`config.mk`:
```
export PLATFORM = sky130hd
export DESIGN_NAME = yuv_to_axis
export DESIGN_NICKNAME = d
export VERILOG_FILES = /design/src/rtl/yuv_to_axis.sv
export SDC_FILE = /design/constraint.sdc
export NUM_CORES = 1
export LEC_CHECK = 0
export CORE_MARGIN = 2
export CORE_UTILIZATION = 50
export CTS_CLUSTER_DIAMETER = 120
export CTS_CLUSTER_SIZE = 20
export DETAILED_ROUTE_END_ITERATION = 8
export PLACE_DENSITY = 0.65
export SYNTH_ARGS = -nofsm -noshare
export SYNTH_HDL_FRONTEND = slang
export SYNTH_SLANG_ARGS = --single-unit
```
`constraint.sdc`:
```
create_clock -name clk -period 9.7 [get_ports clk]
set_clock_uncertainty 0.05 [all_clocks]
set_input_delay 1.94 -clock clk [delete_from_list [all_inputs] [get_ports clk]]
set_output_delay 1.94 -clock clk [all_outputs]
set_load 0.1 [all_outputs]
```
`src/rtl/yuv_to_axis.sv`:
```
// YUV422 capture stream to AXI4-Stream video with a FIFO and frame/line framing.
// States: SYNC wait vsync high | WAIT wait vsync low | ACTIVE accept pixels | DROP discard until vsync high
module yuv_to_axis #(
  parameter int LINE_WIDTH = 640,
  parameter int FIFO_DEPTH = 16
) (
  input  logic        clk,
  input  logic        reset,
  input  logic [15:0] pixel,
  input  logic        we,
  input  logic        href,
  input  logic        vsync,
  output logic [15:0] m_axis_video_tdata,
  output logic        m_axis_video_tvalid,
  input  logic        m_axis_video_tready,
  output logic        m_axis_video_tuser,
  output logic        m_axis_video_tlast,
  output logic        overflow,
  output logic        line_err
);

  localparam int AW = $clog2(FIFO_DEPTH);
  localparam int CW = (LINE_WIDTH > 1) ? $clog2(LINE_WIDTH) : 1;
  localparam logic [CW-1:0] LAST_COL = CW'(LINE_WIDTH - 1);

  typedef enum logic [1:0] {SYNC, WAIT, ACTIVE, DROP} state_t;

  state_t        r_state;
  logic [17:0]   r_mem [FIFO_DEPTH];
  logic [AW:0]   r_wr_ptr;
  logic [AW:0]   r_rd_ptr;
  logic [CW-1:0] r_col;
  logic          r_sof_pend;
  logic          r_href_d;
  logic          r_overflow;
  logic          r_line_err;
  logic          r_tvalid;
  logic          r_tuser;
  logic          r_tlast;
  logic [15:0]   r_tdata;

  logic          w_full;
  logic          w_wr_try;
  logic          w_wr_en;
  logic          w_rd_en;
  logic          w_eol;
  logic          w_href_fall;
  logic [AW:0]   w_wr_nxt;
  logic [AW:0]   w_rd_nxt;
  logic [17:0]   w_entry;
  logic [17:0]   w_head_nxt;

  // Full uses the registered pointers only, so a same-cycle pop never rescues a write.
  assign w_full      = (r_wr_ptr[AW] != r_rd_ptr[AW]) &&
                       (r_wr_ptr[AW-1:0] == r_rd_ptr[AW-1:0]);
  assign w_wr_try    = (r_state == ACTIVE) && we && href;
  assign w_wr_en     = w_wr_try && !w_full;
  assign w_rd_en     = r_tvalid && m_axis_video_tready;
  assign w_eol       = (r_col == LAST_COL);
  assign w_entry     = {r_sof_pend, w_eol, pixel};
  assign w_wr_nxt    = r_wr_ptr + (AW+1)'(w_wr_en);
  assign w_rd_nxt    = r_rd_ptr + (AW+1)'(w_rd_en);
  assign w_href_fall = r_href_d && !href;
  assign w_head_nxt  = (w_wr_en && (w_rd_nxt == r_wr_ptr)) ? w_entry
                                                           : r_mem[w_rd_nxt[AW-1:0]];

  always_ff @(posedge clk) begin
    if (w_wr_en) r_mem[r_wr_ptr[AW-1:0]] <= w_entry;
  end

  always_ff @(posedge clk) begin
    if (reset) begin
      r_state    <= SYNC;
      r_col      <= '0;
      r_sof_pend <= 1'b1;
      r_href_d   <= 1'b0;
      r_overflow <= 1'b0;
      r_line_err <= 1'b0;
    end else begin
      r_href_d <= href;
      if (w_wr_en) begin
        r_col      <= w_eol ? '0 : r_col + CW'(1);
        r_sof_pend <= 1'b0;
      end
      if (w_wr_try && w_full) r_overflow <= 1'b1;
      case (r_state)
        SYNC: if (vsync) r_state <= WAIT;
        WAIT: begin
          if (!vsync) begin
            r_state    <= ACTIVE;
            r_col      <= '0;
            r_sof_pend <= 1'b1;
          end
        end
        ACTIVE: begin
          if (vsync) begin
            r_state <= WAIT;
            r_col   <= '0;
          end else if (w_wr_try && w_full) begin
            r_state <= DROP;
          end else if (w_href_fall && (r_col != '0)) begin
            r_col      <= '0;
            r_line_err <= 1'b1;
          end
        end
        DROP: if (vsync) r_state <= WAIT;
        default: r_state <= SYNC;
      endcase
    end
  end

  // Output stage registers the next FIFO head, bypassing the memory when it is written this cycle.
  always_ff @(posedge clk) begin
    if (reset) begin
      r_wr_ptr <= '0;
      r_rd_ptr <= '0;
      r_tvalid <= 1'b0;
      r_tuser  <= 1'b0;
      r_tlast  <= 1'b0;
      r_tdata  <= '0;
    end else begin
      r_wr_ptr <= w_wr_nxt;
      r_rd_ptr <= w_rd_nxt;
      r_tvalid <= (w_wr_nxt != w_rd_nxt);
      {r_tuser, r_tlast, r_tdata} <= w_head_nxt;
    end
  end

  assign m_axis_video_tdata  = r_tdata;
  assign m_axis_video_tvalid = r_tvalid;
  assign m_axis_video_tuser  = r_tuser;
  assign m_axis_video_tlast  = r_tlast;
  assign overflow            = r_overflow;
  assign line_err            = r_line_err;

endmodule
```
==> results of run 1 <==
## layout by cell type (no fill, tap or decap), types with 3 or more instances in the layout
cell and n:
ha_1 7, nor3_1 4, a31oi_1 4, dfxtp_1 45, nor2b_1 7, or3_1 3
nand3b_1 4, nor3_2 6, a21oi_1 24, clkdlybuf4s50_1 42, inv_1 10, mux2i_1 54
o21ai_0 4, mux4_2 72, clkbuf_16 21, nand3_1 7, and2_1 5, nor2_1 20
o31ai_1 18, xor2_1 10, edfxtp_1 288, nor2_2 9, clkbuf_1 14, buf_4 20
xnor2_1 9, nand2_1 7, nand2b_1 3, and3_1 3, nand4_1 18
## Yosys cell counts, drive strengths merged, types with 2 or more instances
cell type	count
edfxtp	288
mux4	72
mux2i	54
dfxtp	45
buf	30
nor2	29
a21oi	24
o31ai	19
nand4	18
clkbuf	13
xor2	13
inv	11
nor3	10
ha	9
xnor2	9
nand2	7
nand3	7
nor2b	7
and2	5
o21ai	5
a31oi	4
nand3b	4
and3	3
nand2b	3
nor4	3
or3	3
a211oi	2
a311oi	2
and4	2
nor4b	2
o2111ai	2
## layer usage
layer / vias up / global-route usage / share of wire
li1: 2955 / - / -
met1: 3654 / 0.291 / 0.41
met2: 246 / 0.367 / 0.51
met3: 43 / 0.0317 / 0.062
met4: 0 / 0.0476 / 0.019
met5: - / 0 / 0
## flip-flops by register name, indices dropped and copies added (netlist names)
register             flops
r_mem                  288
r_wr_ptr                 5
r_state                  2
overflow                 1
line_err                 1
r_href_d                 1
m_axis_video_tdata      16
m_axis_video_tvalid      1
r_col                   10
r_sof_pend               1
m_axis_video_tlast       1
r_rd_ptr                 5
m_axis_video_tuser       1
## final cells by class
| class | count | area, um2 |
|---|---|---|
| Fill cell | 1973 | 11300 |
| Sequential cell | 333 | 9550 |
| Multi-Input combinational cell | 327 | 3630 |
| Clock buffer | 35 | 578 |
| Timing Repair Buffer | 62 | 571 |
| Tap cell | 335 | 419 |
| Inverter | 11 | 43.8 |
| Clock inverter | 1 | 8.76 |
## power by group
part	internal (W)	total [W]	switching (W)
logic	0.000189	0.000493	0.000304
clock network	0.000409	0.000858	0.000449
registers	0.00158	0.00160	0.0000202
## worst reg2reg max path: stages, from the launching register on
cell and delay (ps):
dfxtp_1 310, and2_1 180, ha_4 170, ha_4 1020, xnor2_1 260, nand3_1 660, o31ai_1 580, a21oi_1 140
## final timing paths
kind                           endpoint  cells past startpoint                 from
hold / removal                 overflow                      2             overflow
hold reg to reg                overflow                      2             overflow
setup / recovery  m_axis_video_tdata[1]                      8  m_axis_video_tready
setup reg to reg  m_axis_video_tdata[1]                      7  m_axis_video_tvalid
## per-stage QoR
step	worst slack (ps)	total power (W)
2_1_floorplan	4820	0.00201
3_3_place_gp	4190	0.00212
3_5_place_dp	4150	0.00213
4_1_cts	4670	0.00297
5_1_grt	4460	0.00305
6_report	4690	0.00295
## cell families after synthesis
family          after synthesis  synth area share
compound gates               65            0.0341
xor+xnor                     22            0.0150
fa+ha+maj                     9           0.00845
buf+inv                      54            0.0208
flops                       333             0.717
mux                         127             0.163
simple gates                104            0.0420
==> results by group, run 1 <==
Hold path
  • Hold WC Path Type: flip-flop to flip-flop

Layout
  • Area Growth Syn to Fin: 11.1%
  • Fraction of layout cells with a size suffix above 1: 0.185
  • Final Util: 0.566
  • Post-route cell area: between 10000 and 15000 um2
  • Finished Layout Cells: 1104
  • Final net count: between 700 and 800
  • Final antenna diode count: 0

Synthesis
  • Top post-synthesis cells by area: edfxtp_1, mux4_2, dfxtp_1
  • Main synth FF type: edfxtp_1
  • Biggest area consumer among synthesized cells: edfxtp_1
  • EDFF count, synth: approximately 290
  • Area fraction of the dominant cell type after synthesis: 0.649
  • Yosys reg bits: 333
  • Syn avg cell area: between 15 and 20 um2
  • Seq/Total Area, Yosys: 0.717
  • Post-Syn Area: 13300 um2
  • Synth Instances: 714
  • Post-Syn Nets: about 750
  • Post-synth ARST share: 0
  • Number of distinct library cells after synthesis: 48
  • Ys Warns: 0

Route
  • Final ANT Viol Nets: 0
  • DRT Pass-1 Iters: 9
  • DRT iter0 DRCs: between 600 and 700
  • DRC: 3
  • Total wire length: 29.3 mm
  • Via count: between 6000 and 7000
  • Avg WL per Cell: about 27 um
  • Vias per inst: around 6.2

Timing
  • RSZ-0062 raised after global routing: false
  • Worst-Margin Slew: between 1000 and 1500 ps
  • Setup TNS: 0 ps
  • Period utilization: 0.516
  • Fmax: 200 MHz
  • Final hold vios: 0
  • Slew Limit Headroom: 0.236
  • Hold_ws: about 430 ps
  • Final Max Tran Viols: 0
  • Fin crit period: approximately 5000 ps
  • Setup violators final: 0

Floorplanning
  • Die height: roughly 170 um
  • DIE AREA: around 28000 um2
  • IO Count: 43
  • Die W: 167 um
  • Initial Util: 0.510
  • Core area: 26100 um2
  • Rows: slightly below 60

Place
  • IO Port Bufs: 42
  • Placed standard-cell area: roughly 14000 um2
  • HPWL Detailed: around 17 mm
  • DP Cell Count: between 1000 and 1500
  • Final GP Congestion: ~0.75

Status
  • Failing checks: DRC
  • Run status: complete, but fails checks

Clocking
  • H-Tree Depth: 1
  • Longest Clk Path Bufs: 3
  • Clock Sinks: about 330
  • PostCTS Resize Cnt: 0
  • Setup Buffers After CTS: 0
  • Clock transition at path regs: around 90 ps
  • Hold-fix buffer count after cts: 0
  • Cts bufs inserted: 20
  • Clock insertion delay at the later pin of the skew report: between 500 and 600 ps
  • CTS tree: done
  • Clk root buf: clkbuf_16

Worst setup path
  • R2r setup slk: 6180 ps
  • Max incr delay on CP: 1020 ps
  • Setup Crit Path Kind: input port to flip-flop
  • CP max FO: 75
  • Critical path's slowest cell: ha_4
  • Worst Path Arrival: approximately 5300 ps
  • Worst setup EP type: flip-flop
  • Critical path, cell by cell: clkdlybuf4s50_1, and2_1, ha_4, ha_4, xnor2_1, nand3_1, o31ai_1, a21oi_1
  • Family with the most delay on the worst path: adder cells
  • CP most frequent cell: ha_4
  • Worst Path Required: 10030 ps
  • WP buf/inv: 1
  • Critical Path Source Type: input port

Power and ir drop
  • Maximum VDD drop: roughly 0.091 mV
  • Lkg Pwr: approximately 4.6 nW
  • Power Dens Cells: around 200 nW/um2

GRT
  • GR Util All Layers: 0.213
  • GRT Residual Overflow: 0
  • Largest net degree at the start of global routing: 76
  • First-pass GRT wire length: around 45 mm
  • Initial antenna violation count: 0
  • Vias in the first global route: between 7000 and 8000

Run
  • Max-cap check violation count: 0
Note: power is estimated with default switching activity, not from simulation.
==> run 2, diff against run 1 <==
==> constraint.sdc (replaced) <==
create_clock -name clk -period 5.04 [get_ports clk]
set_clock_uncertainty 0.05 [all_clocks]
set_input_delay 1.008 -clock clk [delete_from_list [all_inputs] [get_ports clk]]
set_output_delay 1.008 -clock clk [all_outputs]
set_load 0.1 [all_outputs]
==> results by group, run 2 (synthesized netlist as in run 1, its figures left out) <==
Floorplanning
  • DIE AREA: ~28000 um2
  • Die W: around 170 um
  • IO Count: 43
  • Core area: between 20000 and 30000 um2
  • Rows: just under 60
  • Initial Util: 0.510
  • Die height: approximately 170 um

Run
  • Max-cap check violation count: 0

GRT
  • Busiest grt layer: met2
  • GRT met3 Usage: 0.0433
  • GR Util All Layers: 0.211
  • GR Util met1: 0.289
  • Vias in the first global route: approximately 7000
  • First-pass GRT wire length: 44.2 mm
  • Initial antenna violation count: 0
  • Met2 usage: 0.348
  • GRT Residual Overflow: 0
  • Largest net degree at the start of global routing: 42

Timing
  • Final hold vios: 0
  • Fin crit period: about 3700 ps
  • RSZ-0062 raised after global routing: false
  • Period utilization: 0.738
  • Setup violators final: 0
  • Final WS setup: approximately 1300 ps
  • Setup TNS: 0 ps
  • Worst-Margin Slew: around 1100 ps
  • Final Max Tran Viols: 0
  • Slew Limit Headroom: 0.270
  • Fmax: ~270 MHz

Place
  • HPWL Detailed: around 18 mm
  • Final GP Congestion: between 0.8 and 0.9
  • IO Port Bufs: between 40 and 50
  • Dpl ws: between 800 and 900 ps

Worst setup path
  • Critical path's slowest cell: nand3_1
  • Worst reg2reg startpoint: r_wr_ptr[0]
  • R2r endpoint: m_axis_video_tvalid
  • R2r setup slk: ~1500 ps
  • Critical Path Source Type: input port
  • Family with the most delay on the worst path: simple AND/OR/NAND/NOR gates
  • WP buf/inv: 1
  • CP max FO: ~40
  • Setup Crit Path Kind: input port to flip-flop
  • Worst Path Required: 5370 ps
  • Worst Path Arrival: between 4000 and 5000 ps
  • Worst setup EP type: flip-flop
  • Critical path, cell by cell: clkdlybuf4s50_1, and2_1, ha_4, ha_4, xnor2_1, nand3_1, o31ai_1, a21oi_1
  • Max incr delay on CP: roughly 700 ps
  • CP most frequent cell: ha_4
  • Worst R2R Path Depth: 10

Layout
  • Most frequent cells in the layout: edfxtp_1, mux4_2, mux2i_1, dfxtp_1, clkdlybuf4s50_1
  • Fraction of layout cells with a size suffix above 1: 0.195
  • Most common cell after layout, fill and taps aside: edfxtp_1
  • Area Growth Syn to Fin: 11.5%
  • Final net count: 794
  • Max reg flops: 288

Status
  • Run status: complete, but fails checks
  • Failing checks: DRC

Power and ir drop
  • Power Total: around 0.0057 W
  • Lkg Pwr: 4.63 nW
  • Power Dens Cells: 381 nW/um2
  • Maximum VDD drop: 0.195 mV

Clocking
  • Longest Clk Path Bufs: 3
  • PostCTS Resize Cnt: 0
  • Clock insertion delay at the later pin of the skew report: between 500 and 600 ps
  • CTS tree: done
  • Clk root buf: clkbuf_16
  • Clock transition at path regs: around 80 ps
  • H-Tree Depth: 1
  • Clock Sinks: between 300 and 400
  • Hold-fix buffer count after cts: 0
  • Cts bufs inserted: 20
  • Setup Buffers After CTS: 0

Hold path
  • Hold depth: 2
  • End of the worst hold path: overflow
  • Hold WC Path Type: flip-flop to flip-flop
  • Min-delay src: overflow

Route
  • Vias per inst: a little over 6
  • DRT Pass-1 Iters: 7
  • DRC: 6
  • Avg WL per Cell: 26.1 um
  • Final ANT Viol Nets: 0
  • Total wire length: 28.8 mm
  • Via count: slightly below 7000
  • DRT iter0 DRCs: 663
==> run 2: worst min-delay path, cell delays in order (launching register included) <==
cell and delay (ps):
dfxtp_1 340, a31oi_1 40, nor2_1 70
==> run 2: metrics by stage <==
step	area [um2]	util	cells	hold slack (ps)
6_report	14900	0.568	1106	429
4_1_cts	14800	0.568	1105	434
3_3_place_gp	14300	0.547	1076	402
3_5_place_dp	14300	0.547	1076	413
5_1_grt	14800	0.568	1105	472
2_1_floorplan	13300	-	714	416
==> run 2: worst max path at each step <==
stage | start | endpoint | slack [ps] | cells past startpoint
finish | m_axis_video_tready | m_axis_video_tdata[14] | 1320 | 8
global route | m_axis_video_tready | m_axis_video_tdata[11] | 1250 | 8
CTS | m_axis_video_tready | m_axis_video_tdata[11] | 1410 | 8
detailed placement | m_axis_video_tready | m_axis_video_tdata[11] | 850 | 8
global placement | href | r_mem[5][3] | 900 | 6
floorplan | href | r_mem[12][0] | 1090 | 5
==> run 2: final cells by class <==
class | instances | area, um2
fillers | 1987 | 11300
diodes | 1 | 2.50
clock buffers | 28 | 552
clock inverters | 1 | 8.76
repair buffers | 70 | 656
inverters | 11 | 43.8
well taps | 335 | 419
flip-flops and latches | 333 | 9550
multi-input cells | 327 | 3620
==> run 2: metal layers <==
metal / wire (um) / part of all wire
met4: 789 / 0.027
met2: 14200 / 0.49
met3: 1860 / 0.065
met5: 0 / 0
met1: 12000 / 0.42
==> run 2: report_power, final <==
group	switching, W	internal [W]	total [W]
Sequential	0.0000398	0.00304	0.00308
Combinational	0.000597	0.000382	0.000980
Clock	0.000831	0.000766	0.00160
==> run 3, diff against run 2 <==
==> constraint.sdc (replaced) <==
create_clock -name clk -period 3.8 [get_ports clk]
set_clock_uncertainty 0.05 [all_clocks]
set_input_delay 0.76 -clock clk [delete_from_list [all_inputs] [get_ports clk]]
set_output_delay 0.76 -clock clk [all_outputs]
set_load 0.1 [all_outputs]
==> results by group, run 3 (synthesized netlist as in run 1, its figures left out) <==
Worst setup path
  • Max incr delay on CP: ~640 ps
  • Worst Path Required: slightly above 4000 ps
  • Critical path's slowest cell: dfxtp_1
  • Worst Path Arrival: between 3000 and 4000 ps
  • Critical path, cell by cell: xor2_1, or4_4, o21ai_4, inv_4, ha_1, ha_1, xnor2_1, xnor2_1, nor3_1, a31oi_1
  • CP max FO: 16
  • Worst setup EP type: flip-flop
  • Critical Path Source Type: flip-flop
  • Setup Crit Path Kind: flip-flop to flip-flop

Clocking
  • Clock Sinks: 333
  • Setup Buffers After CTS: 0
  • Clock insertion delay at the later pin of the skew report: around 520 ps
  • H-Tree Depth: 1
  • CTS tree: done
  • Clk root buf: clkbuf_16
  • PostCTS Resize Cnt: 0
  • Hold-fix buffer count after cts: 0
  • Clock transition at path regs: roughly 90 ps
  • Cts bufs inserted: 20
  • Longest Clk Path Bufs: 3

Status
  • Run status: complete, but fails checks
  • Failing checks: DRC

Route
  • Vias per inst: approximately 6
  • DRT Pass-1 Iters: 7
  • Final ANT Viol Nets: 0
  • Avg WL per Cell: roughly 25 um
  • Via count: 6830
  • DRC: 3
  • Total wire length: around 29 mm
  • DRT iter0 DRCs: approximately 620

Layout
  • Most common cell after layout, fill and taps aside: edfxtp_1
  • FILL cells: 1965
  • Seq. cell area: 9550 um2
  • Area Growth Syn to Fin: 13.2%
  • Max reg flops: around 290
  • Final Util: 0.577
  • Final net count: around 800
  • Fraction of layout cells with a size suffix above 1: 0.215
  • Multi-input gate area: ~3600 um2
  • Final antenna diode count: 0
  • Most frequent cells in the layout: edfxtp_1, mux4_2, mux2i_1, dfxtp_1, buf_4

Timing
  • Fmax: roughly 300 MHz
  • Final Max Tran Viols: 0
  • Setup violators final: 0
  • RSZ-0062 raised after global routing: false
  • Fin crit period: approximately 3300 ps
  • Final hold vios: 0
  • Period utilization: 0.869
  • Worst-Margin Slew: slightly below 1000 ps
  • Setup TNS: 0 ps
  • Hold_ws: roughly 440 ps
  • Slew Limit Headroom: 0.341

Place
  • IO Port Bufs: 42
  • HPWL Detailed: approximately 18 mm
  • Final GP Congestion: between 0.7 and 0.8

GRT
  • Met2 usage: 0.358
  • Largest net degree at the start of global routing: 37
  • Initial antenna violation count: 0
  • Busiest grt layer: met2
  • GR Util met1: 0.278
  • First-pass GRT wire length: 43.6 mm
  • GRT Residual Overflow: 0
  • GRT met3 Usage: 0.0305
  • Vias in the first global route: 7253
  • GR Util All Layers: 0.208

Run
  • Max-cap check violation count: 0

Floorplanning
  • Core area: 26100 um2
  • Die height: ~170 um
  • DIE AREA: around 28000 um2
  • Rows: 59
  • IO Count: 43
  • Initial Util: 0.510
  • Die W: approximately 170 um

Hold path
  • Hold WC Path Type: flip-flop to flip-flop

Power and ir drop
  • Maximum VDD drop: approximately 0.28 mV
  • Power Dens Cells: between 500 and 600 nW/um2
  • Lkg Pwr: ~4.8 nW
-- run 3: path summary, 6_finish.rpt --
path,startpoint,end,slack (ps),depth (start not counted)
max,r_wr_ptr[1],m_axis_video_tvalid,500,10
min,overflow,overflow,440,2
max reg2reg,r_wr_ptr[1],m_axis_video_tvalid,500,10
min reg2reg,overflow,overflow,440,2
-- run 3: routing by layer --
metal  part of all wire  wire [um]
met5                  0          0
met4              0.028        809
met3              0.055       1590
met2               0.50      14300
met1               0.42      12000
-- run 3: worst max-delay path: cells and delay by family (launching register included) --
kind | cells | cell delay [ps]
buf+inv | 1 | 190
compound gates | 2 | 530
fa+ha+maj | 2 | 470
flops | 1 | 640
xor+xnor | 3 | 470
simple gates | 2 | 800
-- run 3: power breakdown --
part | switching, W | internal [W] | leakage [nW]
combinational | 0.000800 | 0.000542 | 1.53
sequential | 0.0000518 | 0.00403 | 2.96
clock | 0.00113 | 0.00104 | 0.280
total | 0.00198 | 0.00562 | 4.77
-- run 3: cell type report --
cell class / count / area share
clock buffers: 35 / 0.0383
well taps: 335 / 0.0278
flip-flops and latches: 333 / 0.633
clock inverters: 1 / 0.000580
repair buffers: 92 / 0.0577
multi-input cells: 327 / 0.240
inverters: 11 / 0.00290
-- run 3: per-stage QoR --
| step | cells | setup WS, ps | power [W] | area, um2 |
|---|---|---|---|---|
| floorplan | 714 | 101 | 0.00513 | 13300 |
| global placement | 1098 | 338 | 0.00549 | 14500 |
| detailed placement | 1098 | 306 | 0.00552 | 14500 |
| CTS | 1134 | 480 | 0.00767 | 15100 |
| global route | 1134 | 280 | 0.00787 | 15100 |
| finish | 1134 | 497 | 0.00760 | 15100 |
